[src/rtl/i2c_accel_target.sv]
// I2C target presenting an MPU-6050-style register map: pointer/config writes,
// accelerometer sample reads, and sample registers that stay coherent within a transaction.
module i2c_accel_target #(
    parameter logic [6:0] DEV_ADDR     = 7'h68,
    parameter logic [7:0] WHO_AM_I_VAL = 8'h68
) (
    input  logic        clk,
    input  logic        rst_n,
    input  logic        scl_in,
    input  logic        sda_in,
    output logic        sda_oe,
    input  logic [15:0] accel_x,
    input  logic [15:0] accel_y,
    input  logic [15:0] accel_z,
    input  logic        sample_valid,
    output logic [7:0]  pwr_mgmt_1,
    output logic [7:0]  smplrt_div,
    output logic [7:0]  config_r,
    output logic [7:0]  gyro_config,
    output logic [7:0]  accel_config,
    output logic        cfg_wr,
    output logic        busy
);

    typedef enum logic [3:0] {
        StIdle,
        StAddr,
        StAddrAck,
        StReg,
        StRegAck,
        StWdata,
        StWdataAck,
        StRdata,
        StRdataAck,
        StWaitStop
    } state_e;

    // Synchronizer and edge-register stages; idle bus level is high.
    logic scl_meta, scl_sync, scl_prev;
    logic sda_meta, sda_sync, sda_prev;
    logic scl_rise, scl_fall, start_det, stop_det;

    state_e      state_q, state_d;
    logic [2:0]  cnt_q, cnt_d;
    logic [7:0]  sr_q, sr_d;
    logic [7:0]  ptr_q, ptr_d;
    logic        rw_q, rw_d;
    logic        sda_oe_q, sda_oe_d;
    logic        busy_q, busy_d;
    logic        cfg_wr_q, cfg_wr_d;
    logic [7:0]  pwr_q, pwr_d;
    logic [7:0]  smplrt_q, smplrt_d;
    logic [7:0]  config_q, config_d;
    logic [7:0]  gyro_q, gyro_d;
    logic [7:0]  accel_cfg_q, accel_cfg_d;
    logic [15:0] ax_q, ax_d, ay_q, ay_d, az_q, az_d;
    logic        pend_q, pend_d;
    logic [15:0] pend_x_q, pend_x_d, pend_y_q, pend_y_d, pend_z_q, pend_z_d;

    logic [7:0]  rd_data;
    logic [7:0]  byte_in;
    logic        load_rd;

    // Two-stage synchronizers followed by one register for edge detection.
    always_ff @(posedge clk or negedge rst_n) begin
        if (!rst_n) begin
            scl_meta <= 1'b1;
            scl_sync <= 1'b1;
            scl_prev <= 1'b1;
            sda_meta <= 1'b1;
            sda_sync <= 1'b1;
            sda_prev <= 1'b1;
        end else begin
            scl_meta <= scl_in;
            scl_sync <= scl_meta;
            scl_prev <= scl_sync;
            sda_meta <= sda_in;
            sda_sync <= sda_meta;
            sda_prev <= sda_sync;
        end
    end

    assign scl_rise  = scl_sync & ~scl_prev;
    assign scl_fall  = ~scl_sync & scl_prev;
    assign start_det = scl_sync & scl_prev & sda_prev & ~sda_sync;
    assign stop_det  = scl_sync & scl_prev & ~sda_prev & sda_sync;

    // Register map read mux, addressed by the current pointer.
    always_comb begin
        rd_data = 8'h00;
        case (ptr_q)
            8'h19:   rd_data = smplrt_q;
            8'h1A:   rd_data = config_q;
            8'h1B:   rd_data = gyro_q;
            8'h1C:   rd_data = accel_cfg_q;
            8'h3B:   rd_data = ax_q[15:8];
            8'h3C:   rd_data = ax_q[7:0];
            8'h3D:   rd_data = ay_q[15:8];
            8'h3E:   rd_data = ay_q[7:0];
            8'h3F:   rd_data = az_q[15:8];
            8'h40:   rd_data = az_q[7:0];
            8'h6B:   rd_data = pwr_q;
            8'h75:   rd_data = WHO_AM_I_VAL;
            default: rd_data = 8'h00;
        endcase
    end

    // Bus protocol FSM, register writes and sample-buffer handling.
    always_comb begin
        state_d     = state_q;
        cnt_d       = cnt_q;
        sr_d        = sr_q;
        ptr_d       = ptr_q;
        rw_d        = rw_q;
        sda_oe_d    = sda_oe_q;
        busy_d      = busy_q;
        cfg_wr_d    = 1'b0;
        pwr_d       = pwr_q;
        smplrt_d    = smplrt_q;
        config_d    = config_q;
        gyro_d      = gyro_q;
        accel_cfg_d = accel_cfg_q;
        ax_d        = ax_q;
        ay_d        = ay_q;
        az_d        = az_q;
        pend_d      = pend_q;
        pend_x_d    = pend_x_q;
        pend_y_d    = pend_y_q;
        pend_z_d    = pend_z_q;
        load_rd     = 1'b0;
        byte_in     = {sr_q[6:0], sda_sync};

        if (start_det) begin
            state_d  = StAddr;
            cnt_d    = 3'd0;
            sda_oe_d = 1'b0;
        end else if (stop_det) begin
            state_d  = StIdle;
            sda_oe_d = 1'b0;
            busy_d   = 1'b0;
        end else begin
            case (state_q)
                StAddr: begin
                    if (scl_rise) begin
                        sr_d  = byte_in;
                        cnt_d = cnt_q + 3'd1;
                        if (cnt_q == 3'd7) begin
                            if (byte_in[7:1] == DEV_ADDR) begin
                                busy_d  = 1'b1;
                                rw_d    = byte_in[0];
                                state_d = StAddrAck;
                            end else begin
                                state_d = StWaitStop;
                            end
                        end
                    end
                end
                StReg: begin
                    if (scl_rise) begin
                        sr_d  = byte_in;
                        cnt_d = cnt_q + 3'd1;
                        if (cnt_q == 3'd7) begin
                            ptr_d   = byte_in;
                            state_d = StRegAck;
                        end
                    end
                end
                StWdata: begin
                    if (scl_rise) begin
                        sr_d  = byte_in;
                        cnt_d = cnt_q + 3'd1;
                        if (cnt_q == 3'd7) begin
                            // Read-only and unmapped targets are acknowledged but dropped.
                            case (ptr_q)
                                8'h19: begin smplrt_d    = byte_in; cfg_wr_d = 1'b1; end
                                8'h1A: begin config_d    = byte_in; cfg_wr_d = 1'b1; end
                                8'h1B: begin gyro_d      = byte_in; cfg_wr_d = 1'b1; end
                                8'h1C: begin accel_cfg_d = byte_in; cfg_wr_d = 1'b1; end
                                8'h6B: begin pwr_d       = byte_in; cfg_wr_d = 1'b1; end
                                default: ;
                            endcase
                            ptr_d   = ptr_q + 8'd1;
                            state_d = StWdataAck;
                        end
                    end
                end
                StAddrAck, StRegAck, StWdataAck: begin
                    // First fall starts the ACK drive, the second fall ends it.
                    if (scl_fall) begin
                        if (!sda_oe_q) begin
                            sda_oe_d = 1'b1;
                        end else begin
                            sda_oe_d = 1'b0;
                            cnt_d    = 3'd0;
                            if (state_q == StAddrAck && rw_q) begin
                                load_rd = 1'b1;
                            end else if (state_q == StAddrAck) begin
                                state_d = StReg;
                            end else begin
                                state_d = StWdata;
                            end
                        end
                    end
                end
                StRdata: begin
                    if (scl_fall) begin
                        if (cnt_q == 3'd7) begin
                            sda_oe_d = 1'b0;
                            state_d  = StRdataAck;
                        end else begin
                            sr_d     = {sr_q[6:0], 1'b0};
                            sda_oe_d = ~sr_q[6];
                            cnt_d    = cnt_q + 3'd1;
                        end
                    end
                end
                StRdataAck: begin
                    if (scl_rise && sda_sync) begin
                        state_d = StWaitStop;
                    end else if (scl_fall) begin
                        load_rd = 1'b1;
                    end
                end
                default: ;
            endcase
        end

        // Latch the next outgoing byte and put its MSB on the bus at the same fall.
        if (load_rd) begin
            sr_d     = rd_data;
            ptr_d    = ptr_q + 8'd1;
            sda_oe_d = ~rd_data[7];
            cnt_d    = 3'd0;
            state_d  = StRdata;
        end

        // A deferred sample lands once the bus is free; a fresh idle pulse is newer and wins.
        if (pend_q && !busy_q) begin
            ax_d   = pend_x_q;
            ay_d   = pend_y_q;
            az_d   = pend_z_q;
            pend_d = 1'b0;
        end
        if (sample_valid) begin
            if (busy_q) begin
                pend_d   = 1'b1;
                pend_x_d = accel_x;
                pend_y_d = accel_y;
                pend_z_d = accel_z;
            end else begin
                ax_d   = accel_x;
                ay_d   = accel_y;
                az_d   = accel_z;
                pend_d = 1'b0;
            end
        end
    end

    // State and register file; reset releases SDA immediately.
    always_ff @(posedge clk or negedge rst_n) begin
        if (!rst_n) begin
            state_q     <= StIdle;
            cnt_q       <= 3'd0;
            sr_q        <= 8'h00;
            ptr_q       <= 8'h00;
            rw_q        <= 1'b0;
            sda_oe_q    <= 1'b0;
            busy_q      <= 1'b0;
            cfg_wr_q    <= 1'b0;
            pwr_q       <= 8'h40;
            smplrt_q    <= 8'h00;
            config_q    <= 8'h00;
            gyro_q      <= 8'h00;
            accel_cfg_q <= 8'h00;
            ax_q        <= 16'h0000;
            ay_q        <= 16'h0000;
            az_q        <= 16'h0000;
            pend_q      <= 1'b0;
            pend_x_q    <= 16'h0000;
            pend_y_q    <= 16'h0000;
            pend_z_q    <= 16'h0000;
        end else begin
            state_q     <= state_d;
            cnt_q       <= cnt_d;
            sr_q        <= sr_d;
            ptr_q       <= ptr_d;
            rw_q        <= rw_d;
            sda_oe_q    <= sda_oe_d;
            busy_q      <= busy_d;
            cfg_wr_q    <= cfg_wr_d;
            pwr_q       <= pwr_d;
            smplrt_q    <= smplrt_d;
            config_q    <= config_d;
            gyro_q      <= gyro_d;
            accel_cfg_q <= accel_cfg_d;
            ax_q        <= ax_d;
            ay_q        <= ay_d;
            az_q        <= az_d;
            pend_q      <= pend_d;
            pend_x_q    <= pend_x_d;
            pend_y_q    <= pend_y_d;
            pend_z_q    <= pend_z_d;
        end
    end

    assign sda_oe       = sda_oe_q;
    assign busy         = busy_q;
    assign cfg_wr       = cfg_wr_q;
    assign pwr_mgmt_1   = pwr_q;
    assign smplrt_div   = smplrt_q;
    assign config_r     = config_q;
    assign gyro_config  = gyro_q;
    assign accel_config = accel_cfg_q;

endmodule
[config.mk]
export PLATFORM = sky130hd
export DESIGN_NAME = i2c_accel_target
export DESIGN_NICKNAME = d
export VERILOG_FILES = /design/src/rtl/i2c_accel_target.sv
export SDC_FILE = /design/constraint.sdc
export NUM_CORES = 1
export LEC_CHECK = 0
export ABC_CLOCK_PERIOD_IN_PS = 1800
export CORE_ASPECT_RATIO = 1.1
export CORE_UTILIZATION = 45
export DETAILED_ROUTE_END_ITERATION = 10
export PLACE_DENSITY = 0.69
export REMOVE_ABC_BUFFERS = 1
export SETUP_SLACK_MARGIN = 0.05
export SYNTH_ARGS = -nofsm -noshare
export SYNTH_HDL_FRONTEND = slang
export SYNTH_SLANG_ARGS = --single-unit
[constraint.sdc]
create_clock -name clk -period 1.8 [get_ports clk]
set_input_delay 0.27 -clock clk [delete_from_list [all_inputs] [get_ports clk]]
set_output_delay 0.27 -clock clk [all_outputs]
set_load 0.05 [all_outputs]
# ---- Word-level counts from Yosys, hierarchy flattened
# Cells that the tools add are included.
dict set report totals {
  ff_bits 169
  input_bits 53
  output_inout_bits 43
  word_cells 204
}
dict set report classes {
  add_sub_neg 2
  eq_ne 49
  mux 82
  bitwise 15
  n_reduce_logical 30
}
# cell count
set op_table {}
lappend op_table {{$mux 16} 9}
lappend op_table {{$pmux 8 s12} 1}
lappend op_table {{$mux 4} 16}
lappend op_table {{$ne 5x5->1 const B} 12}
lappend op_table {{$mux 8} 7}
lappend op_table {{$mux 7} 6}
lappend op_table {{$reduce_and 6->1} 7}
lappend op_table {{$eq 8x6->1 const B} 5}
lappend op_table {{$eq 8x5->1 const B} 4}
lappend op_table {{$mux 1} 28}
lappend op_table {{$mux 3} 9}
lappend op_table {{$eq 8x7->1 const B} 3}
lappend op_table {{$pmux 4 s6} 1}
lappend op_table {{$ne 3x3->1 const B} 6}
lappend op_table {{$eq 4x3->1 const B} 4}
lappend op_table {{$ne 4x4->1 const B} 4}
lappend op_table {{$pmux 8 s2} 1}
lappend op_table {{$pmux 7 s2} 1}
lappend op_table {{$reduce_and 7->1} 2}
lappend op_table {{$reduce_and 13->1} 1}
lappend op_table {{$reduce_bool 2->1} 5}
lappend op_table {{$reduce_bool 5->1} 2}
lappend op_table {{$pmux 3 s3} 1}
lappend op_table {{$reduce_bool 9->1} 1}
lappend op_table {{other kinds (22)} 42}

# ---- Depth between registers and ports, before layout
# Gate-level depths: netlist (run 1).
dict set report logic_depth {
  word_depth 10
  mapped_depth 9
  mapped_depth_nobuf 8
}

# ---- Worst setup path before layout (run 1)
# Ideal clock, no wire load.
dict set report synth_timing {
  path_type {flip-flop to flip-flop}
  startpoint {register busy_q, in the netlist busy}
  endpoint {register pend_x_q[0]}
  arrival_ns 1.937
  setup_slack_ns -0.261
  stages_incl_launch_ff 6
  period_less_slack_ns 2.061
  path_cell_list {dfrtp_1 clkbuf_1 nand2_1 clkbuf_1 clkbuf_1 mux2_2}
}
dict set report synth_via {
  elab_chain_cells 1
}
# element line_no
set synth_rtl {}
lappend synth_rtl {{from (decl)} 49} ;# logic busy_q, busy_d;
lappend synth_rtl {{from (signal assigned)} 289} ;# busy_q <= busy_d;
lappend synth_rtl {{$reduce_and 2->1 (no source line)} n/a}
lappend synth_rtl {{to (signal assigned)} 300} ;# pend_x_q <= pend_x_d;
lappend synth_rtl {{to (decl)} 58} ;# logic [15:0] pend_x_q, pend_x_d, pend_y_q, pend_y_d, pend_z_q, pend_z_d;
# No other way between the ends.
# A chain may end at the register's enable or synchronous reset.

# ---- Worst setup path after layout (run 1)
dict set report layout_timing {
  startpoint {register ptr_q[0]}
  endpoint {register sr_q[0]}
}
dict set report layout_via {
  elab_chain_cells 3
  word_cells_on_any_way 14
}
# element line_no
set layout_rtl {}
lappend layout_rtl {{from (decl)} 46} ;# logic [7:0] ptr_q, ptr_d;
lappend layout_rtl {{from (signal assigned)} 286} ;# ptr_q <= ptr_d;
lappend layout_rtl {{$eq 8x7->1, or another cell as far along} 91} ;# case (ptr_q)
lappend layout_rtl {{$pmux 8 s12 *} 91}
lappend layout_rtl {{$mux 7 *} 229} ;# if (load_rd) begin
lappend layout_rtl {{to (signal assigned)} 285} ;# sr_q <= sr_d;
lappend layout_rtl {{to (decl)} 45} ;# logic [7:0] sr_q, sr_d;
# Mark *: on every way between the ends. The rest lies on a longest branch, timed or not.

==> results of run 1 <==
cell type report:
| class | instances | area share |
|---|---|---|
| inverters | 11 | 0.00333 |
| clock buffers | 21 | 0.0379 |
| repair buffers | 285 | 0.206 |
| flip-flops and latches | 169 | 0.342 |
| multi-input cells | 560 | 0.375 |
| clock inverters | 11 | 0.0111 |
| well taps | 243 | 0.0245 |
final timing paths:
path | end | depth (start not counted) | from | slack, ns
worst max-delay path | sr_q[0] | 9 | ptr_q[0] | -0.34
worst min register to register | scl_sync | 0 | scl_meta | 0.36
worst min-delay path | sda_meta | 1 | sda_in | 0.24
worst max register to register | sr_q[0] | 9 | ptr_q[0] | -0.34
min in group asynchronous | config_r[6] | 2 | rst_n | 0.37
max in group asynchronous | gyro_config[7] | 3 | rst_n | 0.77
sequential cells by signal (all words and copies together) (netlist names), 15 cells and up, named ones only:
register,count
az_q,15
ay_q,15
ax_q,15
pend_y_q,16
pend_z_q,16
pend_x_q,16
power groups by stage:
stage | registers (W) | clock network [W] | logic [W]
floorplan | 0.00486 | 0 | 0.00194
global route | 0.00469 | 0.00396 | 0.00640
CTS | 0.00464 | 0.00380 | 0.00540
finish | 0.00466 | 0.00377 | 0.00601
detailed placement | 0.00468 | 0 | 0.00465
global placement | 0.00467 | 0 | 0.00458
cells by family after synthesis:
| family | Yosys count | synth area share |
|---|---|---|
| AO/OA/AOI/OAI | 267 | 0.205 |
| AND/OR/NAND/NOR | 183 | 0.124 |
| flip-flops | 169 | 0.494 |
| multiplexers | 100 | 0.130 |
| buffers and inverters | 74 | 0.0354 |
| adder cells (fa/ha/maj) | 6 | 0.00874 |
| XOR/XNOR | 3 | 0.00306 |
metal layers:
| layer | part of all wire | GRT usage | vias to the layer above |
|---|---|---|---|
| li1 | - | - | 3490 |
| met1 | 0.42 | 0.373 | 3871 |
| met2 | 0.49 | 0.469 | 260 |
| met3 | 0.051 | 0.0518 | 72 |
| met4 | 0.038 | 0.119 | 0 |
| met5 | 0 | 0 | - |
cell usage in the layout, fill, tap and decap left out, types with 9 or more instances in the layout:
master             n
buf_4            184
dfrtp_1          154
a21oi_1           61
a22oi_1           60
mux2_2            60
o21ai_0           55
nor2b_1           53
clkdlybuf4s50_1   51
buf_6             35
mux2_4            32
nor2_1            29
clkbuf_16         17
nand2_1           16
a21oi_2           11
buf_12            11
nand3_1           10
inv_1              9
nand2_2            9
what timing repair did:
action | in CTS | in global routing
endpoints found under the hold margin | 42 | 0
pin swaps | 46 | 27
endpoints found under the setup margin | 66 | 65
resized for setup | 143 | 48
gates cloned | 1 | 0
hold buffers | 1 | 0
buffers inserted | 24 | 13
per-stage QoR:
stage | cells | area (µm²) | hold slack (ns)
after floorplan | 739 | 8320 | -0.0256
after global placement | 1230 | 10800 | 0.283
after detailed placement | 1230 | 10800 | 0.279
after CTS | 1288 | 12100 | 0.242
after global routing | 1300 | 12400 | 0.244
final | 1300 | 12400 | 0.239
==> flow_metrics.tcl, run 1 <==
set metrics [dict create \
    yosysSeqAreaShare 0.494 \
    slew_headroom 0.621 \
    p_int_w 0.00943 \
    grt_pass1_wl_um 43300 \
    crit_path_frequent_cell "a211oi_2" \
    synth-edff-count 0 \
    synth_top_area_share 0.472 \
    ant_nets 0 \
    drive_gt1_frac 0.439 \
    synth_area_leader_cell "dfrtp_1" \
    power.density_nw_per_um2 1160 \
    ys_top_cells_by_count "162 x dfrtp_1, 92 x mux2_2, 72 x a21oi_1" \
    p_switching_w 0.00501 \
    critPathCaptureType "register" \
    final-setup-viol-count 61 \
    grt_pass1_vias 7880 \
    area_growth_syn_to_layout_pct 44.6 \
    p_leak_nw 5.61 \
    multiInputGateArea_um2 4660 \
    numCtsBuffers 17 \
    rows 52 \
    synth_area_leaders "dfrtp_1 47%, mux2_2 12%, a22oi_1 5.6%" \
    slew_violations 0 \
    dr.pass1.iters 5 \
    start_util 0.463 \
    synth_most_common_cell "dfrtp_1" \
    root_buffer "clkbuf_16" \
    io_pins 96 \
    clockPowerShare 0.261 \
    path_clk_slew_ns 0.07 \
    clk-insertion-delay-late_ns 0.44 \
    synth_seq_cells 169 \
    worst_ep_required_time_ns 2.17 \
    dpl.hpwl_um 19100 \
    synth.cell_area_um2 8590 \
    chipWidth_um 134 \
    core_area_um2 18500 \
    crit_chain "inv_2 > ha_4 > or4b_4 > a211oi_2 > a21oi_2 > a31oi_4 > buf_4 > a211oi_2 > nor2_1" \
    worst-path-buf-inv 2 \
    drv_cap 0 \
    timing.fmax_mhz 468 \
    pwr-share-comb 0.416 \
    fp.dieH_um 147 \
    crit_fanout 7 \
    nFillCells 1381 \
    track_usage 0.287 \
    post-route-worst-setup-slack_ns -0.338 \
    finalWirelength_um 27400 \
    ys.flop_type "dfrtp_1" \
    peakVddDrop_uv 954 \
    portBuffers 95 \
    crit_path_start_kind "register" \
    pwr-share-seq 0.323 \
    slowest_stage "or4b_4" \
    cts_tree "built" \
    htree_levels 4 \
    finalSetupTns_ns -9.54 \
    cts.sinks 169 \
    worst_slew_pin_slew_ns 0.569 \
    n_antenna_cell 0 \
    drt_iter0_markers 536 \
    grt_max_degree 56 \
    antenna_found_initial 0 \
    overflow 0 \
    fin_nets 1103 \
    yosysWarnings 0 \
    final_hold_viol_count 0 \
    hold_path.class "in2reg" \
    grt_setup_unrepaired "true" \
    die_area_um2 19600 \
    vias_per_cell 5.92 \
    synth_cell_types 71 \
    wire_per_inst_um 21.1 \
    p_sw_frac 0.347 \
    place_congestion 0.964 \
    clockBufferDepth 2 \
    fin_crit_sh 1.19 \
    critPathArrivalTime_ns 2.51 \
    critPathKind "reg2reg" \
    slowest_delay_ns 0.49 \
    syn_inst 802 \
    drc 0 \
    seq_area_um2 4250 \
    async_flop_share 1.00 \
    utilization 0.670 \
    power.total_w 0.0144 \
    period_needed_ns 2.14 \
    status "finished, violations left" \
    vias 7693 \
    fin_skew_ns 0.00731 \
    crit_family "compound AO/OA/AOI/OAI gates" \
    dpl_worst_slack_ns -0.390 \
    syn_area_per_cell_um2 10.7 \
    violations "setup timing" \
]
Power figures use the tool's default switching activity.
==> run 2: changes to the inputs <==
- PLACE_DENSITY: 0.69 -> 0.71
- SLEW_MARGIN: unset -> 25
==> run 2 against run 1 <==
Net effect: the flow still finishes with violations (setup timing); clock power is 2% higher; core utilization is 1.2 points lower; combinational power is 1% lower; first-iteration DRC count is 5.4% higher; sequential power hardly changed; wire length is 1.4% lower; clock skew is 0.0041 ns higher; non-clock buffer count is 17 lower; critical path type unchanged; highest routed layer unchanged.
==> flow_metrics.tcl, run 2 (synthesis gave the netlist of run 1 again) <==
set metrics [dict create \
    status "finished, violations left" \
    violations "setup timing" \
    track_usage 0.282 \
    crit_chain "inv_2 > ha_4 > or4b_4 > buf_6 > nor3_4 > buf_6 > a32o_2 > nor3_2 > o211ai_1 > a221o_1" \
    overflow 0 \
    cts_tree "built" \
    period_needed_ns 2.16 \
    die_area_um2 19600 \
    io_pins 96 \
    slowest_delay_ns 0.51 \
    fin_nets 1086 \
    p_leak_nw 5.46 \
    final-setup-viol-count 62 \
    place_inst 1218 \
    power.total_w 0.0144 \
    grt_setup_unrepaired "true" \
    grt_max_degree 50 \
    critPathKind "reg2reg" \
    timing.fmax_mhz 464 \
    post-route-worst-setup-slack_ns -0.357 \
    n_antenna_cell 0 \
    wire_per_inst_um 21.1 \
    drt_iter0_markers 565 \
    slowest_stage "or4b_4" \
    pwr-share-seq 0.323 \
    clk-insertion-delay-late_ns 0.44 \
    p_sw_frac 0.350 \
    antenna_found_initial 0 \
    start_util 0.463 \
    grt_pass1_vias 7706 \
    crit_fanout 4 \
    clockBufferDepth 2 \
    drc 0 \
    critPathArrivalTime_ns 2.54 \
    peakVddDrop_uv 1000 \
    htree_levels 4 \
    dpl.hpwl_um 18500 \
    root_buffer "clkbuf_16" \
    place_congestion 0.920 \
    layout_commonest_cell "buf_4" \
    path_clk_slew_ns 0.07 \
    pwr-share-comb 0.411 \
    chipWidth_um 134 \
    slew_headroom 0.614 \
    largest_registers "pend_x_q x16, pend_y_q x16, pend_z_q x16" \
    finalSetupTns_ns -8.47 \
    dr.pass1.iters 6 \
    clockPowerShare 0.266 \
    area_growth_syn_to_layout_pct 42.0 \
    fin_cells 1283 \
    fin_crit_sh 1.20 \
    critPathCaptureType "register" \
    power.density_nw_per_um2 1180 \
    hold_path.class "in2reg" \
    crit_path_start_kind "register" \
    final_cell_mix "176 x buf_4, 156 x dfrtp_1, 80 x mux2_2" \
    worst_slew_pin_slew_ns 0.579 \
    finalWirelength_um 27100 \
    numCtsBuffers 17 \
    portBuffers 95 \
    fp.dieH_um 147 \
    fin_skew_ns 0.0114 \
    slew_violations 0 \
    p_int_w 0.00939 \
    p_switching_w 0.00505 \
    worst_ep_required_time_ns 2.18 \
    crit_path_frequent_cell "buf_6" \
    hold_slack_ns 0.230 \
    utilization 0.658 \
    final_hold_viol_count 0 \
    core_area_um2 18500 \
    vias_per_cell 5.95 \
    worst-path-buf-inv 3 \
    crit_family "simple AND/OR/NAND/NOR gates" \
    rows 52 \
    vias 7633 \
    drv_cap 0 \
    ant_nets 0 \
    grt_pass1_wl_um 42600 \
    cts.sinks 169 \
    drive_gt1_frac 0.433 \
]
[run 2: final timing paths]
path | depth (start not counted) | end | slack [ns] | from
max in group asynchronous | 3 | state_q[2] | 0.89 | rst_n
min in group asynchronous | 2 | config_r[6] | 0.31 | rst_n
min | 1 | sda_meta | 0.23 | sda_in
max reg2reg | 10 | sr_q[2] | -0.36 | ptr_q[0]
max | 10 | sr_q[2] | -0.36 | ptr_q[0]
min reg2reg | 0 | scl_sync | 0.36 | scl_meta
[run 2: power groups by stage]
stage | clock network [W] | registers (W) | logic, W
after global placement | 0 | 0.00468 | 0.00445
after floorplan | 0 | 0.00486 | 0.00194
final | 0.00385 | 0.00467 | 0.00593
after global routing | 0.00404 | 0.00470 | 0.00632
after detailed placement | 0 | 0.00470 | 0.00450
after CTS | 0.00388 | 0.00464 | 0.00531
[run 2: routing by layer]
metal,vias up,track usage,part of all wire
met5,-,0,0
met4,0,0.108,0.027
met3,57,0.0428,0.052
met2,263,0.461,0.50
met1,3860,0.379,0.42
li1,3453,-,-
[run 2: final cells by class]
type	count	area, µm²
repair buffers	268	2340
clock buffers	17	425
clock inverters	15	185
multi-input cells	560	4650
fillers	1461	6350
flip-flops and latches	169	4250
inverters	11	41.3
well taps	243	304
[run 2: stage by stage]
stage               cell area (µm²)  worst slack [ns]
floorplan                      8320             -1.53
global placement              10600            -0.618
detailed placement            10600            -0.613
CTS                           11800            -0.341
global route                  12200            -0.447
finish                        12200            -0.357
[run 2: worst reg2reg max path: cells and delay by family, from the launching register on]
family,cells,cell delay (ns)
AO/OA/AOI/OAI,3,0.43
flip-flops,1,0.41
adder cells (fa/ha/maj),1,0.15
buffers and inverters,3,0.39
AND/OR/NAND/NOR,3,0.72
[run 2: repair_timing]
| item | 4_1_cts | 5_1_grt |
|---|---|---|
| setup endpoints to repair | 64 | 64 |
| buffers inserted | 17 | 14 |
| pin swaps | 37 | 24 |
| gates resized for setup | 115 | 61 |
| gates cloned | 0 | 1 |
| hold endpoints to repair | 23 | 0 |
| hold buffers | 1 | 0 |
==> run 3: changes to the inputs <==
- CORE_UTILIZATION: 45 -> 34
- PLACE_DENSITY: 0.71 -> 0.57
- REMOVE_ABC_BUFFERS: 1 -> unset
==> run 3 against run 2 <==
Net effect: via count fell by 2.0%; critical path depth did not move; clock power barely moved; the flow still finishes with violations (setup timing); largest power group unchanged; critical path type unchanged; first-iteration DRC count fell by 18%.
==> flow_metrics.tcl, run 3 (synthesis gave the netlist of run 1 again) <==
set metrics [dict create \
    status "finished, violations left" \
    violations "setup timing" \
    clockBufferDepth 2 \
    critPathKind "reg2reg" \
    post-route-worst-setup-slack_ns -0.322 \
    root_buffer "clkbuf_16" \
    power.total_w 0.0145 \
    dpl.hpwl_um 19300 \
    crit_path_start_kind "register" \
    core_area_um2 24600 \
    htree_levels 4 \
    path_clk_slew_ns 0.07 \
    slew_headroom 0.669 \
    n_antenna_cell 0 \
    track_usage 0.220 \
    r2r_end "sr_q[1]" \
    drive_gt1_frac 0.426 \
    crit_fanout 5 \
    finalWirelength_um 27700 \
    slew_violations 0 \
    hp-start "scl_in" \
    portBuffers 95 \
    fin_skew_ns 0.0107 \
    peakVddDrop_uv 769 \
    fin_nets 1075 \
    die_area_um2 25900 \
    power.density_nw_per_um2 1170 \
    timing.fmax_mhz 471 \
    vias 7483 \
    critPathCaptureType "register" \
    worst_slew_pin_slew_ns 0.499 \
    hold_path.class "in2reg" \
    grt_pass1_wl_um 43800 \
    fin_crit_sh 1.18 \
    grt_setup_unrepaired "true" \
    area_growth_syn_to_layout_pct 44.1 \
    place_inst 1276 \
    timing.rr.start "ptr_q[0]" \
    ant_nets 0 \
    wire_per_inst_um 20.7 \
    drc 0 \
    r2r.worst_path.cells 10 \
    overflow 0 \
    start_util 0.349 \
    stdcell_area_um2 12400 \
    io_pins 96 \
    p_leak_nw 5.47 \
    clk-insertion-delay-late_ns 0.43 \
    critPathLaunch "ptr_q[0]" \
    numCtsBuffers 17 \
    final_hold_viol_count 0 \
    cts.sinks 169 \
    cts_tree "built" \
    final_cell_mix "153 x dfrtp_1, 153 x buf_4, 67 x mux2_2" \
    vias_per_cell 5.59 \
    fp.dieH_um 169 \
    final-setup-viol-count 60 \
    grt_max_degree 50 \
    synth.net_count 861 \
    rows 60 \
    largest_registers "pend_x_q x16, pend_y_q x16, pend_z_q x16" \
    period_needed_ns 2.12 \
    fin_cells 1339 \
    utilization 0.502 \
    critPathArrivalTime_ns 2.44 \
    grt_pass1_vias 7574 \
    crit_end "sr_q[1]" \
    drt_iter0_markers 466 \
    drv_cap 0 \
    dr.pass1.iters 5 \
    place_congestion 0.921 \
    chipWidth_um 154 \
    placed_area_um2 10900 \
    reg2reg_slack_ns -0.32 \
    worst_ep_required_time_ns 2.12 \
    antenna_found_initial 0 \
    hold_slack_ns 0.247 \
]
[run 3: how the worst min path moves through the flow]
stage / endpoint / slack (ns) / cells past startpoint
after detailed placement: pend_z_q[14] / 0.25 / 1
after floorplan: async pin / -0.03 / 0
after CTS: scl_meta / 0.23 / 1
final: scl_meta / 0.25 / 1
after global routing: scl_meta / 0.24 / 1
after global placement: pend_z_q[14] / 0.25 / 1
[run 3: layout make-up]
class	count	area, µm²
clock inverters	12	165
multi-input cells	560	4710
well taps	310	388
inverters	11	43.8
fillers	2270	12300
repair buffers	257	2370
clock buffers	20	447
flip-flops and latches	169	4250
[run 3: repair_timing]
action,4_1_cts,5_1_grt
resized for setup,122,36
cloned,1,0
pin swaps,51,32
setup endpoints to repair,64,64
setup buffers,25,8
hold endpoints to repair,38,0
hold buffers,1,0
[run 3: through the flow]
stage / setup WS, ns / TNS [ns]
6_report: -0.322 / -7.62
2_1_floorplan: -0.188 / -2.47
4_1_cts: -0.283 / -5.95
3_3_place_gp: -0.458 / -12.81
5_1_grt: -0.368 / -12.02
3_5_place_dp: -0.423 / -12.49
[run 3: power by group]
part	leakage [nW]	switching (W)	internal [W]
Clock	0.293	0.00162	0.00224
Sequential	2.20	0.000455	0.00424
Combinational	2.97	0.00302	0.00294
Total	5.47	0.00510	0.00943
[run 3: critical path: stages, from the launching register on]
cell	delay, ns
dfrtp_1	0.42
buf_6	0.14
ha_4	0.16
buf_6	0.13
buf_6	0.12
nor2b_4	0.12
a32oi_1	0.15
o2bb2ai_1	0.11
a211oi_2	0.25
o21ai_1	0.10
a221o_1	0.32
[run 3: per-layer routing]
layer | GRT usage | vias to the layer above | part of all wire
li1 | - | 3422 | -
met2 | 0.353 | 225 | 0.48
met5 | 0 | - | 0
met3 | 0.0348 | 43 | 0.038
met4 | 0.0926 | 0 | 0.031
met1 | 0.295 | 3793 | 0.45
